===== config.mk =====
export PLATFORM = sky130hd
export DESIGN_NAME = hybrid_seq_ctrl
export DESIGN_NICKNAME = d
export VERILOG_FILES = /design/src/rtl/hybrid_seq_ctrl.sv
export SDC_FILE = /design/constraint.sdc
export NUM_CORES = 1
export LEC_CHECK = 0
export ABC_AREA = 1
export CAP_MARGIN = 20
export CORE_ASPECT_RATIO = 1.75
export CORE_MARGIN = 2
export CORE_UTILIZATION = 40
export DETAILED_ROUTE_END_ITERATION = 8
export GPL_TIMING_DRIVEN = 0
export SYNTH_ARGS = -nofsm -noshare
export SYNTH_HDL_FRONTEND = slang
export SYNTH_SLANG_ARGS = --single-unit

===== constraint.sdc =====
create_clock -name clk -period 4.58 [get_ports clk]
set_input_delay 0.916 -clock clk [delete_from_list [all_inputs] [get_ports clk]]
set_output_delay 0.916 -clock clk [all_outputs]
set_load 0.05 [all_outputs]

===== src/rtl/hybrid_seq_ctrl.sv =====
// ============================================================================
// Module      : hybrid_seq_ctrl
// Description : Step-table program sequencer driving the 9-bit hybrid
//               counter/shift-register datapath controls.
// Revision    : 1.0 - initial release
// ============================================================================
`default_nettype none

module hybrid_seq_ctrl #(
  parameter  int N_STEPS   = 8,
  parameter  int PULSE_CYC = 4,
  parameter  int UNIT_CYC  = 25_000_000,
  localparam int AW        = $clog2(N_STEPS)
) (
  input  logic          clk,
  input  logic          reset,
  input  logic          start,
  input  logic          abort,
  input  logic          loop_en,
  input  logic [AW:0]   num_steps,
  input  logic          prog_we,
  input  logic [AW-1:0] prog_addr,
  input  logic [15:0]   prog_wdata,
  output logic          ctl_reset,
  output logic          ctl_load,
  output logic          ctl_pause,
  output logic          ctl_dir,
  output logic          ctl_modo,
  output logic [8:0]    ctl_data,
  output logic          busy,
  output logic [AW-1:0] step_idx,
  output logic          done,
  output logic          prog_err
);

  localparam int PW = $clog2(PULSE_CYC + 1);
  localparam int DW = $clog2(16 * UNIT_CYC);

  typedef enum logic [2:0] {
    S_IDLE   = 3'd0,
    S_RST_HI = 3'd1,
    S_RST_LO = 3'd2,
    S_FETCH  = 3'd3,
    S_LD_HI  = 3'd4,
    S_LD_LO  = 3'd5,
    S_RUN    = 3'd6
  } state_t;

  state_t        r_state;
  logic [15:0]   r_table [N_STEPS];
  logic [AW-1:0] r_step;
  logic [AW:0]   r_num;
  logic [PW-1:0] r_pcnt;
  logic [DW-1:0] r_dcnt;
  logic [3:0]    r_dwell;
  logic          r_ctl_reset, r_ctl_load, r_ctl_pause, r_ctl_dir, r_ctl_modo;
  logic [8:0]    r_ctl_data;
  logic          r_done, r_prog_err;

  logic [15:0]   w_entry;
  logic [31:0]   w_run_len;
  logic [DW-1:0] w_run_end;
  logic          w_pulse_end;
  logic          w_last;

  assign w_entry     = r_table[r_step];
  assign w_run_len   = (32'(r_dwell) + 32'd1) * 32'(UNIT_CYC);
  assign w_run_end   = DW'(w_run_len - 32'd1);
  assign w_pulse_end = (r_pcnt == PW'(PULSE_CYC - 1));
  assign w_last      = ((AW+1)'(r_step) == r_num - (AW+1)'(1));

  always_ff @(posedge clk) begin
    if (reset) begin
      r_state     <= S_IDLE;
      for (int i = 0; i < N_STEPS; i++) r_table[i] <= '0;
      r_step      <= '0;
      r_num       <= '0;
      r_pcnt      <= '0;
      r_dcnt      <= '0;
      r_dwell     <= '0;
      r_ctl_reset <= 1'b0;
      r_ctl_load  <= 1'b0;
      r_ctl_pause <= 1'b1;
      r_ctl_dir   <= 1'b1;
      r_ctl_modo  <= 1'b1;
      r_ctl_data  <= '0;
      r_done      <= 1'b0;
      r_prog_err  <= 1'b0;
    end else begin
      r_done     <= 1'b0;
      r_prog_err <= prog_we && (r_state != S_IDLE);
      if (prog_we && (r_state == S_IDLE)) r_table[prog_addr] <= prog_wdata;

      // Abort wins over every sequencing decision; dir/modo/data keep their values.
      if (abort && (r_state != S_IDLE)) begin
        r_state     <= S_IDLE;
        r_ctl_reset <= 1'b0;
        r_ctl_load  <= 1'b0;
        r_ctl_pause <= 1'b1;
      end else begin
        case (r_state)
          S_IDLE: begin
            r_ctl_pause <= 1'b1;
            if (start) begin
              if (num_steps != '0) begin
                r_state     <= S_RST_HI;
                r_step      <= '0;
                r_num       <= num_steps;
                r_pcnt      <= '0;
                r_ctl_reset <= 1'b1;
              end else begin
                r_done <= 1'b1;
              end
            end
          end
          S_RST_HI: begin
            if (w_pulse_end) begin
              r_state     <= S_RST_LO;
              r_pcnt      <= '0;
              r_ctl_reset <= 1'b0;
            end else begin
              r_pcnt <= r_pcnt + PW'(1);
            end
          end
          S_RST_LO: begin
            if (w_pulse_end) r_state <= S_FETCH;
            else             r_pcnt  <= r_pcnt + PW'(1);
          end
          S_FETCH: begin
            r_ctl_dir  <= w_entry[13];
            r_ctl_modo <= w_entry[14];
            r_ctl_data <= w_entry[8:0];
            r_dwell    <= w_entry[12:9];
            r_pcnt     <= '0;
            r_dcnt     <= '0;
            if (w_entry[15]) begin
              r_state    <= S_LD_HI;
              r_ctl_load <= 1'b1;
            end else begin
              r_state     <= S_RUN;
              r_ctl_pause <= 1'b0;
            end
          end
          S_LD_HI: begin
            if (w_pulse_end) begin
              r_state    <= S_LD_LO;
              r_pcnt     <= '0;
              r_ctl_load <= 1'b0;
            end else begin
              r_pcnt <= r_pcnt + PW'(1);
            end
          end
          S_LD_LO: begin
            if (w_pulse_end) begin
              r_state     <= S_RUN;
              r_dcnt      <= '0;
              r_ctl_pause <= 1'b0;
            end else begin
              r_pcnt <= r_pcnt + PW'(1);
            end
          end
          S_RUN: begin
            if (r_dcnt == w_run_end) begin
              r_ctl_pause <= 1'b1;
              if (!w_last) begin
                r_step  <= r_step + AW'(1);
                r_state <= S_FETCH;
              end else if (loop_en) begin
                r_step  <= '0;
                r_state <= S_FETCH;
              end else begin
                r_state <= S_IDLE;
                r_done  <= 1'b1;
              end
            end else begin
              r_dcnt <= r_dcnt + DW'(1);
            end
          end
          default: r_state <= S_IDLE;
        endcase
      end
    end
  end

  assign ctl_reset = r_ctl_reset;
  assign ctl_load  = r_ctl_load;
  assign ctl_pause = r_ctl_pause;
  assign ctl_dir   = r_ctl_dir;
  assign ctl_modo  = r_ctl_modo;
  assign ctl_data  = r_ctl_data;
  assign busy      = (r_state != S_IDLE);
  assign step_idx  = r_step;
  assign done      = r_done;
  assign prog_err  = r_prog_err;

endmodule

`default_nettype wire


# ---- Word level (Yosys, flattened, before mapping)
# Memories as Yosys holds them, arrays and structs flattened. A register that Yosys moved wholly into a read port is not among the register bits.
# Index checks and enable logic that the tools add are counted.
dict set report word_totals {
  n_memories 1
  output_inout_bits 20
  ramBits 128
  word_cells 117
  reg_bits 62
}
dict set report classes {
  n_reduce_logical 25
  n_addsub 6
  eq_ne 21
  muxes 48
  n_mul 1
  bitwise_logic 1
}
# memory depth word_bits read_ports rd_ports_with_merged_regs write_ports line
set mem_list {}
lappend mem_list {r_table 8 16 1 1 8 50} ;# logic [15:0] r_table [N_STEPS];
# cell n
set ops {}
lappend ops {{$pmux 29 s3} 1}
lappend ops {{$mux 29} 2}
lappend ops {{$mux 3} 17}
lappend ops {{$add 29x1->29 const B} 1}
lappend ops {{$eq 29x29->1} 1}
lappend ops {{$sub 29x1->29 const B} 1}
lappend ops {{$mul 5x19->23 const B} 1}
lappend ops {{$pmux 3 s7} 1}
lappend ops {{$ne 2x2->1 const B} 10}
lappend ops {{$mux 1} 17}
lappend ops {{$mux 16} 1}
lappend ops {{$reduce_and 4->1} 4}
lappend ops {{$reduce_or 16->1} 1}
lappend ops {{$pmux 3 s4} 1}
lappend ops {{$reduce_bool 4->1} 3}
lappend ops {{$eq 3x2->1 const B} 3}
lappend ops {{$eq 3x3->1 const B} 3}
lappend ops {{$reduce_and 7->1} 1}
lappend ops {{$add 3x1->3 const B} 2}
lappend ops {{$mux 2} 3}
lappend ops {{$pmux 1 s2} 3}
lappend ops {{$pmux 3 s2} 1}
lappend ops {{$reduce_and 6->1} 1}
lappend ops {{$reduce_bool 2->1} 3}
lappend ops {{other kinds (15)} 20}

# ---- Logic depth before layout (Yosys ltp)
dict set report depth {
  word_depth 8
  mapped_depth 33
  ltp_nobuf 32
}

# ---- Worst setup path after synthesis
# No wires, ideal clock.
dict set report synth_timing {
  kind {reg-to-reg}
  startpoint {register r_dwell[0]}
  endpoint {register (tool-made name)}
  arrival_time_ns 4.809
  required_time_ns 4.461
  slack_ns -0.348
  stages_incl_launch_ff 31
  cell_sequence {dfxtp_1 -> buf_4 -> inv_2 -> ha_1 -> inv_1 -> fa_1 -> inv_1 -> fa_1 -> inv_1 -> ha_1 -> nand2_1 -> inv_1 -> nand2_1 -> nand2_1 -> inv_1 -> nand2_1 -> nand2_1 -> nand2_1 -> nor2_1 -> nand2_2 -> nor2_2 -> nand3_1 -> nand2_1 -> inv_1 -> nor2_1 -> nand4_2 -> nand2_2 -> buf_4 -> nand3_1 -> nand2_1 -> nor2_1}
}
# item line
set synth_rtl {}
lappend synth_rtl {{from (decl)} 55} ;# logic [3:0] r_dwell;
lappend synth_rtl {{from (signal assigned)} 133} ;# r_dwell <= w_entry[12:9];

# ---- Worst setup path after layout
dict set report layout_timing {
  startpoint {register r_dwell[0]}
  endpoint {register r_dcnt[19]}
}
dict set report layout_via {
  elab_chain_cells 6
}
# item line
set layout_lines {}
lappend layout_lines {{$add 4x1->5} 67} ;# assign w_run_len = (32'(r_dwell) + 32'd1) * 32'(UNIT_CYC);
lappend layout_lines {{$mul 5x19->23} 67}
lappend layout_lines {{$sub 29x1->29} 68} ;# assign w_run_end = DW'(w_run_len - 32'd1);
lappend layout_lines {{$eq 29x29->1} 163} ;# if (r_dcnt == w_run_end) begin
lappend layout_lines {{$ne 2x2->1 (no source line)} -}
lappend layout_lines {{$reduce_and 4->1 (no source line)} -}
lappend layout_lines {{to (signal assigned)} 176} ;# r_dcnt <= r_dcnt + DW'(1);
lappend layout_lines {{to (decl)} 54} ;# logic [DW-1:0] r_dcnt;
# Every way passes these cells.
# A chain may end at the register's enable or synchronous reset.

==> results.toml <==
[finish]
diodes = 0
syn2layout_area_growth_pct = 25.2
layout_common_cells = "nor2_1 (285), nand2_1 (232), inv_1 (143)"
fin_util = 0.510
layout-drive-gt1-share = 0.175
final_nets = 1667
final_common_cell = "nor2_1"

[drt]
routedWlPerCell_um = 19.4
routed_via_density = 5.35
drc_errors = 0
firstDrtPassIters = 5
via_count = 10500
ant_nets = 0
wl_um = 38200
drtIter0Drc = 700

[power_and_ir_drop]
ir_worst_vdd_mv = 0.276
p_switching_mw = 2.02
switching_share = 0.372
intPower_mw = 3.41
power_frac_comb = 0.364
leakage_nw = 5.62
clock_power_share = 0.257
pwr_density_cell_nw_per_um2 = 372
p_seq_frac = 0.380

[synth]
async_reset_ff_frac = 0
synth_edf_count = 128
yosysWarnings = 0
ys_types = 43
synthCells = 1459
ys_seq_elements = 193
ys_seq_area_frac = 0.442
syn-num-nets = 1548
syn_area_um2 = 11600
syn_avg_cell_area_um2 = 7.98
synth-main-ff-cell = "edfxtp_1"

[sta]
finalMaxSlewViolations = 0
hold_viol_final = 0
setup_ws_ns = -0.171
period_share = 1.04
slew_headroom = 0.317
hold_slack_ns = 0.469
rsz0062_at_grt = "yes"
clock_skew_ns = 0.00852
fin_crit_ns = 4.75
worstMarginPinSlew_ns = 1.02
fmax_mhz = 210
finalSetupViolations = 39

[clock_tree]
htreeDepth = 4
root_buffer = "clkbuf_16"
clock_path_buffers = 2
cts.reportedPaths.clkPinSlew_ns = 0.07
cts.sinks = 193
cts_buffers = 17
hold_buffers = 0
insertion_delay_ns = 0.44
cts_tree = "done"

[setup_path]
path_class = "flop to flop"
cp_max_fo = 5
slowest_delay_ns = 0.56
path_buf_inv = 5
cp-start-kind = "flop"
regToRegSetupSlack_ns = -0.17
crit_required_ns = 4.95
r2r-start = "r_dwell[0]"
endpoint_kind = "flop"
crit_top_cell = "nand2_4"
cp_slowest_cell = "fa_2"
startpoint = "r_dwell[0]"
crit_arrival_ns = 5.12
cp_top_family = "adder cells"

[worst_hold_path]
hold_start = "ctl_data[4]"
min_path_type = "flop to flop"

[floorplan]
die-area_um2 = 30600
core_area_um2 = 28600
die_h_um = 230
ios = 49
start_util = 0.407
std_cell_rows = 82
fp.dieW_um = 133

[grt]
grt_pass1_vias = 10600
grt_usage = 0.248
grt_first_pass_wirelength_um = 57300
gr-total-overflow = 0
grt_max_degree = 17
antenna_found_initial = 0

[outcome]
violations = "setup timing"
status = "finished, violations left"

[run]
maxCapViolCount = 0

[placement]
pre_cts_ws_ns = -0.829
gp_routability_congestion = 0.915
port_buffers = 47
place.detailed.hpwl_um = 27400
==> layer usage <==
layer / track usage / vias up / wire length, um
met4: 0.134 / 0 / 2070
met5: 0 / - / 0
met1: 0.226 / 5073 / 12600
met2: 0.510 / 306 / 22200
li1: - / 5050 / -
met3: 0.0333 / 114 / 1380
==> stage by stage <==
| step | cell area, um2 | power [mW] | TNS, ns | instances |
|---|---|---|---|---|
| finish | 14600 | 5.42 | -3.72 | 1969 |
| global route | 14600 | 5.66 | -11.43 | 1969 |
| CTS | 14100 | 5.27 | -1.14 | 1959 |
| detailed placement | 12600 | 3.70 | -30.14 | 1884 |
| global placement | 12600 | 3.69 | -28.28 | 1884 |
| floorplan | 11700 | 3.17 | 0 | 1459 |
==> tightest hold or removal path, stage by stage, from the launching register on <==
cell and delay, ns:
dfxtp_1 0.31, nand2_1 0.06, a21oi_1 0.05
==> synth_stat cells (all sizes together), types with 8 or more instances <==
cell type / n / area (um2)
mux2i: 20 / 200
a21oi: 66 / 330
buf: 17 / 91.3
nand3: 97 / 495
nor3: 17 / 85.1
inv: 160 / 601
o221ai: 20 / 175
o211ai: 8 / 60.1
fa: 17 / 340
clkbuf: 42 / 158
xor2: 34 / 298
nand4: 24 / 163
edfxtp: 128 / 3840
ha: 43 / 538
dfxtp: 65 / 1300
o32ai: 12 / 105
nor2: 306 / 1180
o21ai: 48 / 240
nand2: 294 / 1120
xnor2: 14 / 130
==> power by group through the flow <==
| stage | Clock [mW] | Combinational (mW) | Sequential [mW] |
|---|---|---|---|
| 3_3_place_gp | 0 | 1.60 | 2.09 |
| 3_5_place_dp | 0 | 1.61 | 2.09 |
| 5_1_grt | 1.46 | 2.13 | 2.07 |
| 2_1_floorplan | 0 | 1.03 | 2.15 |
| 4_1_cts | 1.41 | 1.80 | 2.05 |
| 6_report | 1.39 | 1.97 | 2.06 |
==> cells by family (layout without fill, tap and decap cells) <==
family	after synthesis	after routing	synth area share
DFF	193	193	0.442
AOI/OAI and AO/OA	164	164	0.0843
buffers and inverters	220	352	0.0732
muxes	20	20	0.0172
xor gates and xnor gates	49	49	0.0387
and+or+nand+nor	753	753	0.270
adders and majority gates	60	60	0.0754
==> layout make-up <==
class | count | area, um2
Clock buffer | 21 | 440
Multi-Input combinational cell | 1046 | 6580
Timing Repair Buffer | 100 | 921
Buffer | 59 | 304
Fill cell | 2747 | 14000
Clock inverter | 11 | 90.1
Inverter | 161 | 619
Sequential cell | 193 | 5150
Tap cell | 378 | 473
==> repair_timing <==
action / 4_1_cts / 5_1_grt
setup buffers: 39 / 12
pin swaps: 44 / 83
setup endpoints to repair: 40 / 40
gates cloned: 4 / 0
resized for setup: 132 / 114
==> sequential cells by signal, indices dropped and copies added, names as in the netlist, named ones only <==
name and flops:
r_table 128, r_dcnt 29, ctl_data 9, r_dwell 4, r_num 4, r_pcnt 3, r_state 3, step_idx 3
ctl_dir 1, ctl_load 1, ctl_modo 1, ctl_pause 1, ctl_reset 1, done 1, prog_err 1
==> path summary, 6_finish.rpt <==
check,cells past startpoint,to
max,27,r_dcnt[19]
min,2,ctl_data[4]
max reg2reg,27,r_dcnt[19]
min reg2reg,2,ctl_data[4]
No activity file was read; power rests on OpenSTA's default activity.
